### config.mk
export PLATFORM = sky130hd
export DESIGN_NAME = commit_trace_buffer
export DESIGN_NICKNAME = d
export VERILOG_FILES = /design/src/rtl/commit_trace_pkg.sv /design/src/rtl/trace_fifo.sv /design/src/rtl/commit_trace_buffer.sv
export SDC_FILE = /design/constraint.sdc
export NUM_CORES = 1
export LEC_CHECK = 0
export BUFFER_PORTS_ARGS = -buffer_cell sky130_fd_sc_hd__buf_2
export CAP_MARGIN = 20
export CELL_PAD_IN_SITES_DETAIL_PLACEMENT = 1
export CELL_PAD_IN_SITES_GLOBAL_PLACEMENT = 1
export CORE_MARGIN = 2
export CORE_UTILIZATION = 25
export CTS_BUF_LIST = sky130_fd_sc_hd__clkbuf_8
export DETAILED_ROUTE_END_ITERATION = 6
export PLACE_DENSITY = 0.4
export SYNTH_ARGS = -nofsm -noshare
export SYNTH_HDL_FRONTEND = slang
export SYNTH_SLANG_ARGS = --single-unit
### constraint.sdc
create_clock -name clk -period 8.8 [get_ports clk]
set_input_delay 0.44 -clock clk [delete_from_list [all_inputs] [get_ports clk]]
set_output_delay 0.44 -clock clk [all_outputs]
set_load 0.02 [all_outputs]
### src/rtl/commit_trace_pkg.sv
// commit_trace_pkg: record kinds, the packed 54-bit trace record, and the block's default parameters.
package commit_trace_pkg;
  localparam int DEFAULT_DEPTH       = 16;
  localparam int DEFAULT_CYCLE_LIMIT = 1000;
  typedef enum logic [1:0] {
    KIND_NOP  = 2'd0,
    KIND_REG  = 2'd1,
    KIND_MEM  = 2'd2,
    KIND_HALT = 2'd3
  } rec_kind_e;
  typedef struct packed {
    rec_kind_e   kind;
    logic [15:0] pc;
    logic [3:0]  rg;
    logic [15:0] data;
    logic [15:0] addr;
  } trace_rec_t;
  localparam int REC_W = $bits(trace_rec_t);
endpackage

### src/rtl/trace_fifo.sv
// trace_fifo: circular record store. Extra pointer bit tells full from empty; reads 0 when empty.
module trace_fifo #(
  parameter int WIDTH = 54,
  parameter int DEPTH = 16
) (
  input  logic             clk,
  input  logic             rst_n,
  input  logic             push_i,
  input  logic             pop_i,
  input  logic [WIDTH-1:0] wdata_i,
  output logic [WIDTH-1:0] rdata_o,
  output logic             full_o,
  output logic             empty_o
);
  localparam int AW = $clog2(DEPTH);
  logic [WIDTH-1:0] mem_q [DEPTH];
  logic [AW:0]      wr_q, rd_q;
  assign empty_o = wr_q == rd_q;
  assign full_o  = wr_q == {~rd_q[AW], rd_q[AW-1:0]};
  assign rdata_o = empty_o ? '0 : mem_q[rd_q[AW-1:0]];
  always_ff @(posedge clk or negedge rst_n) begin
    if (!rst_n) begin
      wr_q <= '0;
      rd_q <= '0;
    end else begin
      if (push_i) wr_q <= wr_q + 1'b1;
      if (pop_i)  rd_q <= rd_q + 1'b1;
    end
  end
  always_ff @(posedge clk) begin
    if (push_i) mem_q[wr_q[AW-1:0]] <= wdata_i;
  end
endmodule

### src/rtl/commit_trace_buffer.sv
// commit_trace_buffer: classifies each retiring instruction into a trace record and queues it for a consumer.
// Optional cycle watchdog is built only when TRACE_WATCHDOG_EN is defined.
module commit_trace_buffer
  import commit_trace_pkg::*;
#(
  parameter int DEPTH       = DEFAULT_DEPTH,
  parameter int CYCLE_LIMIT = DEFAULT_CYCLE_LIMIT
) (
  input  logic        clk,
  input  logic        rst_n,
  input  logic [15:0] pc,
  input  logic        hlt,
  input  logic        reg_we,
  input  logic [3:0]  reg_dst,
  input  logic [15:0] reg_data,
  input  logic        mem_rd,
  input  logic        mem_we,
  input  logic [15:0] mem_addr,
  input  logic [15:0] mem_wdata,
  output logic        rec_valid,
  input  logic        rec_ready,
  output logic [1:0]  rec_kind,
  output logic [15:0] rec_pc,
  output logic [3:0]  rec_reg,
  output logic [15:0] rec_data,
  output logic [15:0] rec_addr,
  output logic [15:0] inst_count,
  output logic [15:0] cycle_count,
  output logic        halted,
  output logic        overflow,
  output logic        timeout
);
  trace_rec_t  rec_d, rec_out;
  logic        capture, push, pop, full, empty;
  logic        halted_q, overflow_q;
  logic [15:0] inst_count_q, inst_count_d, cycle_count_q, cycle_count_d;
  if (DEPTH < 2 || (DEPTH & (DEPTH - 1)) != 0 || CYCLE_LIMIT < 1)
    $error("commit_trace_buffer: DEPTH must be a power of two >= 2 and CYCLE_LIMIT >= 1");
  assign capture       = !halted_q && !timeout;
  assign pop           = rec_valid && rec_ready;
  assign push          = capture && (!full || pop);
  assign inst_count_d  = inst_count_q + {15'd0, capture && inst_count_q != 16'hFFFF};
  assign cycle_count_d = cycle_count_q + {15'd0, capture && cycle_count_q != 16'hFFFF};
  always_comb begin
    rec_d    = '0;
    rec_d.pc = pc;
    if (hlt) begin
      rec_d.kind = KIND_HALT;
    end else if (reg_we) begin
      rec_d.kind = KIND_REG;
      rec_d.rg   = reg_dst;
      rec_d.data = reg_data;
      rec_d.addr = mem_rd ? mem_addr : '0;
    end else if (mem_we) begin
      rec_d.kind = KIND_MEM;
      rec_d.data = mem_wdata;
      rec_d.addr = mem_addr;
    end
  end
  always_ff @(posedge clk or negedge rst_n) begin
    if (!rst_n) begin
      halted_q      <= 1'b0;
      overflow_q    <= 1'b0;
      inst_count_q  <= '0;
      cycle_count_q <= '0;
    end else begin
      halted_q      <= halted_q | (capture & hlt);
      overflow_q    <= overflow_q | (capture & full & ~pop);
      inst_count_q  <= inst_count_d;
      cycle_count_q <= cycle_count_d;
    end
  end
`ifdef TRACE_WATCHDOG_EN
  logic timeout_q;
  always_ff @(posedge clk or negedge rst_n) begin
    if (!rst_n) timeout_q <= 1'b0;
    else        timeout_q <= timeout_q | (capture && cycle_count_d == 16'(CYCLE_LIMIT));
  end
  assign timeout = timeout_q;
`else
  assign timeout = 1'b0;
`endif
  trace_fifo #(.WIDTH(REC_W), .DEPTH(DEPTH)) u_fifo (
    .clk     (clk),
    .rst_n   (rst_n),
    .push_i  (push),
    .pop_i   (pop),
    .wdata_i (rec_d),
    .rdata_o (rec_out),
    .full_o  (full),
    .empty_o (empty)
  );
  assign rec_valid   = !empty;
  assign rec_kind    = rec_out.kind;
  assign rec_pc      = rec_out.pc;
  assign rec_reg     = rec_out.rg;
  assign rec_data    = rec_out.data;
  assign rec_addr    = rec_out.addr;
  assign inst_count  = inst_count_q;
  assign cycle_count = cycle_count_q;
  assign halted      = halted_q;
  assign overflow    = overflow_q;
endmodule

==> results by group <==
Die
  – Number of I/O pins: 165
  – Core Rows: 136
  – Die Ht: 377 um
  – Width of the chip: 377 um
  – Core area: 138000 um^2
  – Effective utilization at floorplan: 25.2%
  – Die ar.: 142000 um^2

GRT
  – Initial antenna violation count: 8
  – Largest net degree at the start of global routing: 140
  – Vias in the first global route: 19200
  – Met1 Track Usage GR: 19.0%
  – Met2 Use GR: 24.6%
  – GRT busiest layer: met2
  – Total grt overflow: 0
  – All-Layer GR Usage: 14.6%
  – First-pass GRT wire length: 145000 um
  – GR Util met3: 3.01%

Placement
  – Post-DP HPWL: 51000 um
  – Final Wtd Congestion: 0.671
  – Place WS: 4.17 ns
  – Port buffer count: 163

Drt
  – Via count: 17200
  – Drc violations: 0
  – DR pass1 iterations: 5
  – Initial DRC count: 1097
  – Final Routed Wirelength: 103000 um
  – Wire per inst: 27.3 um
  – Vias per cell: 4.56
  – Post-DRT Antenna Nets: 0

Outcome
  – Status: complete, no violations

Cells and area
  – Layout cells sized above 1: 32.3%
  – Commonest non-fill, non-tap cell in the layout: edfxtp_1
  – # nets final: 1941
  – Area growth syn-to-layout: 17.7%
  – Most frequent cells in the layout: edfxtp_1, mux4_2, clkbuf_8

Logic synthesis
  – Mapped Avg Cell Area: 22.3 um^2
  – Synth Area in Simple Gates: 1.82%
  – Synthesis-stage register bit count: 908
  – Sequential fraction of the synthesis area: 77.7%
  – Main combinational cell family by area after synthesis: multiplexers
  – Synth Area in Compound Gates: 3.75%
  – Netlist cell types: 39
  – Synth Warn #: 0
  – Syn Inst Count: 1562
  – Cell Area, Synth: 34800 um^2
  – XOR/XNOR Fraction of Synth Area: 1.03%
  – Async set-reset flop share out of synthesis: 4.85%
  – Post-synth top flop: edfxtp_1
  – Post-synthesis mux area share: 14.0%
  – Post-synth EDFFs: 864
  – Adder-cell area share of the yosys netlist: 0.396%
  – Synthesized Nets: 1648

CTS
  – H-tree lvl count: 4
  – Root Buffer: clkbuf_8
  – Skew-Pair Late Insertion Delay: 0.85 ns
  – Clk pin slew, worst setup/hold paths: 0.05 ns
  – TritonCTS clock tree: built
  – Max Buffers Root-to-Sink: 3
  – Clock Sinks: 908
  – Hold_buf cts: 19
  – Resized Gates After CTS: 0
  – Num CTS Buffers: 166
  – Setup Fix Bufs, Post-CTS: 0

STA
  – Endpoints failing setup: 0
  – Unrepaired setup endpoints after global routing: no
  – Setup TNS: 0 ns
  – Max Clock Skew: 0.0288 ns
  – Worst-margin pin slew: 1.09 ns
  – Max-slew violation count: 0
  – Final worst-path cycle share: 59.5%
  – Max Freq: 191 MHz
  – PnR worst setup slack: 3.57 ns
  – Slew HR: 27.6%
  – Hold Violations, Final: 0
  – Final min period: 5.23 ns

Min path
  – WHS Path Cells: 2
  – Hold EP: halted
  – Hold WC Path Type: input pin to register
  – Origin of the worst min-delay path: hlt

Worst setup path
  – Reg2reg setup slack: 4.76 ns
  – Worst Path Max Fanout: 38
  – Worst r2r path cells: 5
  – R2R Path Start: u_fifo.rd_q[0]
  – Data required, critical path: 8.36 ns
  – Worst setup path category: register to output port
  – Reg-to-Reg End: u_fifo.mem_q[2][7]
  – Setup crit end kind: output port
  – Arr. time, crit path: 4.79 ns
  – Startpoint types: register

Power and ir drop
  – Maximum vdd drop: 184 uV
  – Leak: 13.4 nW
  – Power Density: 289 nW/um^2

Flow run
  – Max Cap Viol: 0
final cells by class:
cell class | instances | area (um^2)
Tap cell | 1794 | 2240
Multi-Input combinational cell | 557 | 7420
Fill cell | 14000 | 96900
Sequential cell | 908 | 27100
Antenna cell | 2 | 5.00
Timing Repair Buffer | 217 | 1280
Inverter | 5 | 18.8
Clock buffer | 170 | 2340
Clock inverter | 122 | 602
kinds of logic (layout without fill, tap and decap cells):
group,after synthesis,count (layout)
buf+inv,97,514
simple gates,96,96
other cells,1,3
compound gates,190,190
xor+xnor,41,41
fa+ha+maj,11,11
mux,218,218
flops,908,908
state kept, by name (all words and copies together) (netlist names):
name and flops:
halted 1, cycle_count 16, u_fifo.wr_q 5, u_fifo.mem_q 864, u_fifo.rd_q 5, overflow 1, inst_count 16
where the power goes:
group | total [mW] | switching (mW) | internal, mW
logic | 3.36 | 2.02 | 1.34
clock network | 3.64 | 1.76 | 1.87
registers | 4.83 | 0.0748 | 4.75
critical path: stages, from the launching register on:
cell	delay [ns]
dfrtp_4	0.86
buf_4	0.81
buf_4	0.78
mux4_2	0.60
a22oi_1	0.31
a21oi_1	0.26
buf_2	0.26
through the flow:
stage	hold slack [ns]	power [mW]	utilization [%]	instances	instance area, um^2
2_1_floorplan	0.144	7.14	-	1562	34800
3_3_place_gp	0.473	8.38	27.4	3462	37800
3_5_place_dp	0.479	8.39	27.4	3462	37800
4_1_cts	0.00161	12.1	29.7	3773	41000
5_1_grt	0.0477	12.4	29.7	3774	41000
6_report	0.111	11.8	29.7	3775	41000
worst max-delay path by stage:
stage,from,end,slack [ns]
after global routing,u_fifo.rd_q[0],rec_pc[13],3.07
after CTS,u_fifo.rd_q[0],rec_pc[13],3.18
after global placement,u_fifo.rd_q[0],rec_pc[13],4.18
final,u_fifo.rd_q[0],rec_pc[13],3.57
after floorplan,u_fifo.rd_q[4],u_fifo.mem_q[7][0],1.27
after detailed placement,u_fifo.rd_q[0],rec_pc[13],4.17
routing by layer:
metal  part of all wire [%]  vias up
li1                       -     7247
met1                     44     9416
met2                     49      382
met3                    4.0      169
met4                    2.2        4
met5                  0.027        -
cells in the mapped netlist (all sizes together) (9+ instances only):
| cell | n | area, um^2 |
|---|---|---|
| a21oi | 59 | 299 |
| nand4 | 10 | 62.6 |
| edfxtp | 864 | 25900 |
| ha | 11 | 138 |
| a22oi | 108 | 811 |
| dfrtp | 44 | 1100 |
| and4 | 10 | 87.6 |
| clkbuf | 50 | 189 |
| xnor2 | 26 | 228 |
| nand3 | 11 | 55.1 |
| buf | 42 | 214 |
| and3 | 10 | 62.6 |
| nand2 | 9 | 33.8 |
| xor2 | 15 | 131 |
| mux4 | 216 | 4860 |
| and2 | 25 | 156 |
| a22o | 16 | 140 |
(Power assumes the default switching activity.)
